--- config.mk ---
export PLATFORM = sky130hd
export DESIGN_NAME = ysyx_210544_wb_arbiter
export DESIGN_NICKNAME = d
export VERILOG_FILES = /design/src/rtl/ysyx_210544_wb_arbiter.sv
export SDC_FILE = /design/constraint.sdc
export NUM_CORES = 1
export LEC_CHECK = 0
export BUFFER_PORTS_ARGS = -buffer_cell sky130_fd_sc_hd__buf_2
export CAP_MARGIN = 20
export CORE_AREA = 5 5 229 231
export DETAILED_ROUTE_END_ITERATION = 8
export DIE_AREA = 0 0 234 236
export GPL_TIMING_DRIVEN = 0
export PLACE_DENSITY = 0.38
export RECOVER_POWER = 25
export SYNTH_ARGS = -nofsm -noshare
export SYNTH_HDL_FRONTEND = slang
export SYNTH_SLANG_ARGS = --single-unit
export TNS_END_PERCENT = 20
--- constraint.sdc ---
create_clock -name clk -period 3.95 [get_ports clk]
set_input_delay 0 -clock clk [delete_from_list [all_inputs] [get_ports clk]]
set_output_delay 0 -clock clk [all_outputs]
set_load 0.005 [all_outputs]
--- src/rtl/ysyx_210544_wb_arbiter.sv ---
// Writeback arbiter: shares the regfile write port and commit outputs between the
// in-order pipeline (A, fixed priority) and the mul/div unit (B, anti-starvation).
module ysyx_210544_wb_arbiter #(
  parameter int STARVE_LIMIT = 4,
  parameter int CNT_W        = 3
) (
  input  logic        clk,
  input  logic        rst,
  input  logic        i_a_req,
  output logic        o_a_ack,
  input  logic [63:0] i_a_pc,
  input  logic [31:0] i_a_inst,
  input  logic [4:0]  i_a_rd,
  input  logic        i_a_rd_wen,
  input  logic [63:0] i_a_rd_wdata,
  input  logic        i_a_skipcmt,
  input  logic [31:0] i_a_intrNo,
  input  logic        i_b_req,
  output logic        o_b_ack,
  input  logic [63:0] i_b_pc,
  input  logic [31:0] i_b_inst,
  input  logic [4:0]  i_b_rd,
  input  logic [63:0] i_b_rd_wdata,
  output logic [4:0]  o_rf_rd,
  output logic        o_rf_wen,
  output logic [63:0] o_rf_wdata,
  output logic        o_cmt_valid,
  output logic [63:0] o_cmt_pc,
  output logic [31:0] o_cmt_inst,
  output logic        o_cmt_skipcmt,
  output logic [31:0] o_cmt_intrNo,
  output logic [31:0] o_conflict_cnt
);

  function automatic logic rf_wen_gate(input logic wen, input logic [4:0] rd);
    return wen && (rd != 5'd0);
  endfunction

  function automatic logic [CNT_W-1:0] sat_inc(input logic [CNT_W-1:0] v);
    return (v == {CNT_W{1'b1}}) ? v : v + 1'b1;
  endfunction

  logic [CNT_W-1:0] starve_cnt;
  logic             starve_hit;
  logic             grant_a, grant_b;

  logic [4:0]  rf_rd_p0;
  logic        rf_wen_p0;
  logic [63:0] rf_wdata_p0;
  logic        vld_p0;
  logic [63:0] cmt_pc_p0;
  logic [31:0] cmt_inst_p0;
  logic        cmt_skipcmt_p0;
  logic [31:0] cmt_intrNo_p0;

  logic [4:0]  rf_rd_p1;
  logic        rf_wen_p1;
  logic [63:0] rf_wdata_p1;
  logic        vld_p1;
  logic [63:0] cmt_pc_p1;
  logic [31:0] cmt_inst_p1;
  logic        cmt_skipcmt_p1;
  logic [31:0] cmt_intrNo_p1;
  logic [31:0] conflict_cnt;

  // p0: grant decision and selection of the winning requester's fields
  assign starve_hit = (starve_cnt >= CNT_W'(STARVE_LIMIT));

  always_comb begin
    grant_a = 1'b0;
    grant_b = 1'b0;
    if (rst) begin
      if (i_b_req && (!i_a_req || starve_hit)) grant_b = 1'b1;
      else if (i_a_req)                        grant_a = 1'b1;
    end
  end

  assign o_a_ack = grant_a;
  assign o_b_ack = grant_b;

  always_comb begin
    rf_rd_p0       = 5'd0;
    rf_wen_p0      = 1'b0;
    rf_wdata_p0    = 64'd0;
    vld_p0         = 1'b0;
    cmt_pc_p0      = 64'd0;
    cmt_inst_p0    = 32'd0;
    cmt_skipcmt_p0 = 1'b0;
    cmt_intrNo_p0  = 32'd0;
    if (grant_a) begin
      rf_rd_p0       = i_a_rd;
      rf_wen_p0      = rf_wen_gate(i_a_rd_wen, i_a_rd);
      rf_wdata_p0    = i_a_rd_wdata;
      vld_p0         = 1'b1;
      cmt_pc_p0      = i_a_pc;
      cmt_inst_p0    = i_a_inst;
      cmt_skipcmt_p0 = i_a_skipcmt;
      cmt_intrNo_p0  = i_a_intrNo;
    end else if (grant_b) begin
      rf_rd_p0       = i_b_rd;
      rf_wen_p0      = rf_wen_gate(1'b1, i_b_rd);
      rf_wdata_p0    = i_b_rd_wdata;
      vld_p0         = 1'b1;
      cmt_pc_p0      = i_b_pc;
      cmt_inst_p0    = i_b_inst;
    end
  end

  // p1: registered writeback/commit outputs; an idle cycle registers all zeros
  always_ff @(posedge clk or negedge rst) begin
    if (!rst) begin
      rf_rd_p1       <= 5'd0;
      rf_wen_p1      <= 1'b0;
      rf_wdata_p1    <= 64'd0;
      vld_p1         <= 1'b0;
      cmt_pc_p1      <= 64'd0;
      cmt_inst_p1    <= 32'd0;
      cmt_skipcmt_p1 <= 1'b0;
      cmt_intrNo_p1  <= 32'd0;
      starve_cnt     <= '0;
      conflict_cnt   <= 32'd0;
    end else begin
      rf_rd_p1       <= rf_rd_p0;
      rf_wen_p1      <= rf_wen_p0;
      rf_wdata_p1    <= rf_wdata_p0;
      vld_p1         <= vld_p0;
      cmt_pc_p1      <= cmt_pc_p0;
      cmt_inst_p1    <= cmt_inst_p0;
      cmt_skipcmt_p1 <= cmt_skipcmt_p0;
      cmt_intrNo_p1  <= cmt_intrNo_p0;
      if (grant_b || !i_b_req) starve_cnt <= '0;
      else                     starve_cnt <= sat_inc(starve_cnt);
      if (i_a_req && i_b_req)  conflict_cnt <= conflict_cnt + 32'd1;
    end
  end

  assign o_rf_rd        = rf_rd_p1;
  assign o_rf_wen       = rf_wen_p1;
  assign o_rf_wdata     = rf_wdata_p1;
  assign o_cmt_valid    = vld_p1;
  assign o_cmt_pc       = cmt_pc_p1;
  assign o_cmt_inst     = cmt_inst_p1;
  assign o_cmt_skipcmt  = cmt_skipcmt_p1;
  assign o_cmt_intrNo   = cmt_intrNo_p1;
  assign o_conflict_cnt = conflict_cnt;

endmodule

* Yosys cells after proc, flatten, opt, wreduce, memory -nomap -nowiden *
Index checks and enable logic that the tools add are counted.

storage, ports and cells
  register bits after elaboration = 235
  latch bits = 0
  bits in writable memories = 0
  bits in read-only memories = 0
  input bits = 368
  memories kept = 0

operators by class
  add/sub/neg operators = 2
  $mul = 0
  div/mod/pow operators = 0
  magnitude comparators = 1
  eq/ne operators = 2
  shifts and indexed selects = 0
  mux-type cells = 21
  bitwise logic cells = 0
  reduce and logical (&&, ||, !) cells = 9

operator list
  kind                     number
  $mux W64                 4
  $mux W32                 3
  $add A32 B1 Y32 const B  1
  $mux W1                  10
  $mux W5                  2
  $reduce_bool A5 Y1       2
  $mux W3                  2
  $add A3 B1 Y3 const B    1
  $eq A3 B3 Y1 const B     1
  $ge A3 B3 Y1 const B     1
  $logic_and A1 B1 Y1      3
  $logic_not A1 Y1         2
  $logic_or A1 B1 Y1       2
  $ne A2 B2 Y1 const B     1

* Logic depth before layout (Yosys ltp) *
Gate-level depths: netlist (run 1).

  word-level depth = 7
  gate-level depth with buffers = 6
  depth with buffers taken out = 5

* Worst setup path after synthesis (run 1) *
OpenSTA, ideal clock, no wires.

  kind = register -> register
  from = register conflict_cnt[4] (netlist: o_conflict_cnt[4])
  to = register conflict_cnt[30] (netlist: o_conflict_cnt[30])
  arrival = 1.574 ns
  required time = 3.871 ns
  path slack = 2.297 ns
  cell stages (with the launch flop) = 6
  clock period less this slack = 1.653 ns
  cell sequence = dfrtp_1 -> nand3_2 -> or4b_1 -> buf_6 -> nor4_4 -> xor2_1

between the ends
  word-level cells in the longest chain between the ends = 1

ends and longest elaborated chain
  element                   line  source
  start: declaration        64    logic [31:0] conflict_cnt;
  start signal: assignment  133   if (i_a_req && i_b_req) conflict_cnt <= conflict_cnt + 32'd1;
  $add A32 B1 Y32           133

No other way between the ends.
A chain may end at the register's enable or synchronous reset.

* Worst setup path in the final report (run 1) *
  from = register starve_cnt[2]
  to = register cmt_pc_p1[38] (netlist: o_cmt_pc[38])

between the ends
  word-level cells in the longest chain between the ends = 7

ends and longest elaborated chain
  element                   line  source
  start: declaration        43    logic [CNT_W-1:0] starve_cnt;
  start signal: assignment  132   else starve_cnt <= sat_inc(starve_cnt);
  $ge A3 B3 Y1 (*)          67    assign starve_hit = (starve_cnt >= CNT_W'(STARVE_LIMIT));
  $logic_or A1 B1 Y1 (*)    73    if (i_b_req && (!i_a_req || starve_hit)) grant_b = 1'b1;
  $logic_and A1 B1 Y1 (*)   73
  $mux W1                   73
  $mux W1                   72    if (rst) begin
  $mux W64                  99    end else if (grant_b) begin
  $mux W64 (*)              90    if (grant_a) begin
  net cmt_pc_p0[38]         51    logic [63:0] cmt_pc_p0;
  end signal: assignment    127   cmt_pc_p1 <= cmt_pc_p0;
  end: declaration          60    logic [63:0] cmt_pc_p1;

The timed path passes the listed nets; every way through them passes the cells marked *.

==> run_results.csv, run 1 <==
group,metric,value,unit
place,io_buffers,601,
clock_tree,cts_buffer_depth,3,
logic_synthesis,synth-warning-count,0,
routing,dr.pass1.iters,4,
pwr,finalPower,6.28,mW
timing,finalSetupViolations,0,
timing,maxSlewHeadroom,-86.0,%
logic_synthesis,synth_area,0.00853,mm^2
final_layout,drive_above_1_share,41.4,%
global_routing,grt_first_pass_wirelength,62200,um
clock_tree,cts_tree,"built",
logic_synthesis,ys_ff_latch,235,
timing,fin_crit,3230,ps
worst_setup_path,path_delay_family,"buffers and inverters",
worst_setup_path,reg2regPathDepth,6,
routing,vias,9158,
global_routing,antenna_found_initial,9,
timing,finalHoldViolations,0,
floorplanning,num_rows,82,
worst_setup_path,cp.required,4430,ps
place,place_worst_setup_slack,1050,ps
floorplanning,initial_core_util,17.1,%
logic_synthesis,synth_area_leader_cell,"dfrtp_1",
floorplanning,io-pin-count,602,
clock_tree,cts_sinks,235,
timing,layout_setup_ws,720,ps
clock_tree,postCtsSetupRepairBufs,0,
global_routing,grt_overflow,0,
clock_tree,cts-buffers-inserted,30,
worst_setup_path,path_buf_inv,4,
place,place.gp.congestion,0.832,
final_layout,final_core_util,34.2,%
clock_tree,clockRootBuffer,"clkbuf_16",
routing,route.detailed.drc,0,
global_routing,grt_pass1_vias,10341,
logic_synthesis,synth_area_leaders,"dfrtp_1 69%, a22o_1 17%, and2_1 2.4%",
pwr,peakVddDrop,0.272,mV
global_routing,track_usage,14.7,%
flow_run,drv_cap,3,
logic_synthesis,synth_ff_type,"dfrtp_1",
global_routing,grt_max_degree,107,
timing,hold_slack,178,ps
worst_setup_path,cp_max_fo,10,
place,dp_cells,1868,
logic_synthesis,ys_seq_area_share,69.0,%
worst_setup_path,max_stage_delay,660,ps
worst_setup_path,worstPathCellList,"inv_1 > a21oi_1 > clkbuf_1 > clkbuf_1 > a22o_1 > dlygate4sd3_1",
timing,slew_violations,238,
clock_tree,clk_pin_slew,60,ps
pwr,p_leak,9.17,nW
worst_setup_path,cp_common_cell,"clkbuf_1",
routing,wl_per_cell,18.6,um
worst_setup_path,endpoint_kind,"flop",
floorplanning,core,0.0499,mm^2
timing,worst_slew_pin_slew,2790,ps
routing,wirelength,42700,um
worst_setup_path,cp.arrival,3710,ps
final_layout,syn_to_final_growth,100,%
floorplanning,die_h,236,um
final_layout,fin_cells,2301,
timing,fmax,310,MHz
routing,viasPerCell,3.98,
routing,drtIter0Drc,214,
floorplanning,dieWidth,234,um
worst_hold_path,hold_depth,3,
logic_synthesis,synth_edf_count,0,
logic_synthesis,async_flop_share,100,%
worst_setup_path,cp.depth,6,
timing,rsz0062_at_grt,"false",
worst_setup_path,crit_type,"reg2reg",
worst_setup_path,cpMaxStageDelayCell,"a21oi_1",
pwr,p_per_area,368,mW/mm^2
logic_synthesis,synth.avg_cell_area,14.4,um^2
worst_hold_path,hold_path_class,"in2reg",
clock_tree,h-tree-depth,1,
logic_synthesis,synth_cell_types,32,
clock_tree,clk_latency,560,ps
logic_synthesis,synth_top_area_share,69.0,%
logic_synthesis,syn-num-nets,963,
run_status,status,"finished with violations",
routing,postRouteAntennaNets,0,
floorplanning,die_area,0.0552,mm^2
timing,skew,9.70,ps
place,dp_hpwl,31700,um
run_status,failed_checks,"max-capacitance violations, max-slew violations",
worst_setup_path,start_kind,"flop",
logic_synthesis,synthCells,592,
timing,fin_crit_sh,81.8,%
final_layout,fin_nets,1970,
-- cell families after synthesis --
group / after synthesis / synth area share (%)
DFF: 235 / 69.0
AOI/OAI and AO/OA: 169 / 17.2
and+or+nand+nor: 104 / 7.47
buffers and inverters: 46 / 2.25
xor gates and xnor gates: 32 / 3.29
muxes: 3 / 0.367
adders and majority gates: 3 / 0.440
-- routing by layer --
layer	vias to the layer above	part of all wire, %	track usage, %
met4	0	4.4	6.03
met2	412	52	27.0
met3	95	7.9	4.44
met5	-	0	0
li1	4200	-	-
met1	4451	36	15.5
-- flip-flops by register name, summed over array words and instances (netlist names) --
signal	cells
o_cmt_pc	64
o_rf_wdata	64
o_cmt_inst	32
o_cmt_intrNo	32
o_conflict_cnt	32
o_rf_rd	5
starve_cnt	3
o_cmt_skipcmt	1
o_cmt_valid	1
o_rf_wen	1
-- cell usage after synthesis (2+ instances only) --
master,count
a22o_1,165
or4_4,2
xnor2_1,20
nand4_1,10
or4_1,2
ha_1,3
nor3_1,7
inv_1,5
nand2_1,13
clkbuf_1,31
a21oi_1,2
dfrtp_1,235
and3_1,5
and2_1,33
nor4_4,2
nand3_1,11
xor2_1,12
nor2_1,10
buf_2,9
and4_1,2
mux2i_1,2
-- timing repair --
action                    CTS  global route
resized for setup           0             0
hold endpoints to repair  443             0
hold buffers              371             0
-- worst reg2reg max path, delay by kind of cell, from the launching register on --
| kind | cells | cell delay [ps] |
|---|---|---|
| AOI/OAI and AO/OA | 2 | 930 |
| buffers and inverters | 4 | 1830 |
| DFF | 1 | 400 |
-- layout make-up --
type                       count  area, um^2
antenna                        7        17.5
buffer                        41         173
clock buffer                  42         857
clock inverter                13        72.6
fill                        5042       32800
inverter                       5        18.8
multi-input combinational    311        2450
sequential                   235        5880
tap                          672         841
timing repair buffer         975        6740
-- path summary, 6_finish.rpt --
path	startpoint	end	slack, ps
worst max register to register	starve_cnt[2]	o_cmt_pc[38]	720
max in group asynchronous	rst	o_rf_wdata[33]	1030
worst min-delay path	i_a_intrNo[27]	o_cmt_intrNo[27]	180
min in group asynchronous	rst	o_conflict_cnt[24]	820
worst max-delay path	starve_cnt[2]	o_cmt_pc[38]	720
worst min register to register	o_conflict_cnt[31]	o_conflict_cnt[31]	460
-- stage by stage --
step                setup TNS, ps  area [um^2]
global route                    0        17000
global placement          -968290        12400
finish                          0        17100
CTS                             0        17100
detailed placement              0        12500
floorplan                       0         8530
-- power by group --
group	internal, mW	switching, mW	total, mW
registers	2.56	0.0698	2.63
clock network	1.51	1.08	2.58
logic	0.623	0.448	1.07
-- cell usage in the layout, fill, tap and decap left out, types with 3 or more instances in the layout --
| cell type | Yosys | final |
|---|---|---|
| ha_1 | 3 | 3 |
| dlygate4sd3_1 | 0 | 370 |
| nand2_1 | 13 | 13 |
| clkinv_2 | 0 | 11 |
| and2_1 | 33 | 33 |
| clkbuf_16 | 0 | 31 |
| and3_1 | 5 | 5 |
| clkbuf_8 | 0 | 4 |
| nand3_1 | 11 | 11 |
| nor3_1 | 7 | 7 |
| diode_2 | 0 | 7 |
| clkbuf_1 | 31 | 40 |
| a22o_1 | 165 | 165 |
| nor2_1 | 10 | 10 |
| xnor2_1 | 20 | 20 |
| buf_2 | 9 | 609 |
| dfrtp_1 | 235 | 235 |
| nand4_1 | 10 | 10 |
| inv_1 | 5 | 5 |
| xor2_1 | 12 | 12 |
Power figures use the tool's default switching activity.
==> run 2: changes to the inputs <==
==> constraint.sdc (replaced) <==
create_clock -name clk -period 3.4 [get_ports clk]
set_input_delay 0 -clock clk [delete_from_list [all_inputs] [get_ports clk]]
set_output_delay 0 -clock clk [all_outputs]
set_load 0.005 [all_outputs]
==> run 2 against run 1 <==
  * The run still ends with max-capacitance violations, max-slew violations left
  * Via count decreased by 0.55%
  * Fmax increased by 7.3%
  * Sequential share of layout area about the same
  * Cell area about the same
  * Worst hold slack got worse by 0.65 ps
  * Flip-flop and latch count unchanged
  * Critical endpoint is now o_rf_wdata[63]
  * Largest power group unchanged
  * Highest routed layer unchanged
==> run_results.csv, run 2 (synthesized netlist as in run 1, its figures left out) <==
group,metric,value,unit
pwr,p_leak,9.14,nW
global_routing,antenna_found_initial,10,
final_layout,final_common_cell,"buf_2",
worst_setup_path,endpoint_kind,"flop",
timing,layout_setup_ws,391,ps
floorplanning,die_area,0.0552,mm^2
floorplanning,dieWidth,234,um
worst_setup_path,start_kind,"flop",
routing,wirelength,42900,um
routing,route.detailed.drc,0,
clock_tree,cts-buffers-inserted,30,
timing,fin_crit_sh,88.5,%
clock_tree,cts_buffer_depth,3,
worst_setup_path,reg2reg_from,"starve_cnt[2]",
final_layout,final_cell_mix,"609 x buf_2, 370 x dlygate4sd3_1, 235 x dfrtp_1",
flow_run,drv_cap,3,
pwr,peakVddDrop,0.321,mV
place,dp_hpwl,31700,um
routing,drtIter0Drc,231,
timing,hold_slack,177,ps
clock_tree,postCtsSetupRepairBufs,0,
pwr,finalPower,7.30,mW
final_layout,final_core_util,34.2,%
timing,fmax,332,MHz
worst_setup_path,cp_max_fo,10,
clock_tree,clk_latency,560,ps
global_routing,track_usage,14.8,%
final_layout,fin_cells,2301,
worst_setup_path,reg2regPathDepth,6,
worst_setup_path,cp.arrival,3500,ps
pwr,seqPwrFrac,41.9,%
routing,wl_per_cell,18.6,um
timing,skew,11.3,ps
final_layout,fillers,5029,
worst_setup_path,worstSetupEndpoint,"o_rf_wdata[63]",
worst_setup_path,regToRegEndpoint,"o_rf_wdata[63]",
timing,finalHoldViolations,0,
place,io_buffers,601,
worst_setup_path,cp.required,3890,ps
timing,fin_crit,3010,ps
global_routing,grt_first_pass_wirelength,62300,um
worst_setup_path,crit_type,"reg2reg",
floorplanning,num_rows,82,
routing,viasPerCell,3.96,
clock_tree,clockRootBuffer,"clkbuf_16",
timing,slew_violations,238,
pwr,p_clk_share,41.1,%
pwr,power.share.combinational,17.0,%
final_layout,drive_above_1_share,41.5,%
pwr,p_per_area,428,mW/mm^2
place,place.gp.congestion,0.832,
routing,postRouteAntennaNets,0,
run_status,status,"finished with violations",
worst_setup_path,critPathLaunch,"starve_cnt[2]",
clock_tree,cts_sinks,235,
final_layout,syn_to_final_growth,100,%
pwr,p_sw,1.85,mW
timing,maxSlewHeadroom,-85.9,%
global_routing,grt_max_degree,107,
global_routing,grt_pass1_vias,10321,
clock_tree,clk_pin_slew,60,ps
place,dp_cells,1868,
timing,worst_slew_pin_slew,2790,ps
final_layout,fin_nets,1970,
worst_setup_path,reg2reg_setup_slack,390,ps
clock_tree,h-tree-depth,1,
timing,rsz0062_at_grt,"false",
floorplanning,die_h,236,um
pwr,switching_share,25.4,%
worst_hold_path,hold_path_class,"in2reg",
place,place_worst_setup_slack,501,ps
floorplanning,core,0.0499,mm^2
timing,finalSetupViolations,0,
routing,vias,9108,
pwr,intPower,5.45,mW
global_routing,grt_overflow,0,
routing,dr.pass1.iters,4,
run_status,failed_checks,"max-capacitance violations, max-slew violations",
floorplanning,io-pin-count,602,
clock_tree,cts_tree,"built",
floorplanning,initial_core_util,17.1,%
## run 2: cell types whose count changed in the layout (fill, tap and decap cells not counted)
cell      previous run  this run
buf_8                1         2
clkbuf_1            40        38
clkbuf_2             2         3
## run 2: power groups by stage
stage	logic, mW	registers [mW]	clock network [mW]
after floorplan	0.240	3.12	0
after global placement	0.887	3.10	0
after detailed placement	0.892	3.10	0
after CTS	1.26	3.06	3.11
after global routing	1.36	3.08	3.23
final	1.24	3.06	3.00
## run 2: per-stage QoR
stage / TNS (ps) / cell area (um^2)
4_1_cts: 0 / 17100
3_3_place_gp: -1210290 / 12400
5_1_grt: 0 / 17100
6_report: 0 / 17100
2_1_floorplan: 0 / 8530
3_5_place_dp: 0 / 12500
## run 2: worst max-delay path: stages, from the launching register on
cell and delay [ps]:
dfrtp_1 410, a21oi_1 350, clkbuf_1 650, clkbuf_1 550
buf_8 240, a22o_1 160, dlygate4sd3_1 550
## run 2: layer usage
metal	share of wire [%]	vias up	global-route usage [%]	wire length (um)
li1	-	4201	-	-
met1	36	4405	15.5	15300
met2	52	413	27.1	22200
met3	8.4	89	4.59	3610
met4	4.3	0	5.98	1850
met5	0	-	0	0
## run 2: timing repair
item	4_1_cts	5_1_grt
resized for setup	1	0
hold buffers	371	0
hold endpoints to repair	443	0
endpoints found under the setup margin	1	0
## run 2: final cells by class
type	instances	area, um^2	area share, %
repair buffers	975	6750	39.6
flip-flops and latches	235	5880	34.5
multi-input cells	311	2450	14.4
clock buffers	42	857	5.02
well taps	672	841	4.93
plain buffers	41	174	1.02
clock inverters	13	72.6	0.425
inverters	5	18.8	0.110
diodes	7	17.5	0.103
## run 2: how the worst min path moves through the flow
stage / slack (ps) / startpoint / end / cells past startpoint
5_1_grt: 160 / i_a_intrNo[23] / o_cmt_intrNo[23] / 3
4_1_cts: 6 / rst / o_conflict_cnt[8] / 3
3_3_place_gp: 210 / i_a_intrNo[5] / o_cmt_intrNo[5] / 2
3_5_place_dp: -100 / rst / o_cmt_inst[1] / 1
2_1_floorplan: -300 / rst / o_cmt_inst[0] / 0
6_report: 180 / i_a_intrNo[27] / o_cmt_intrNo[27] / 3
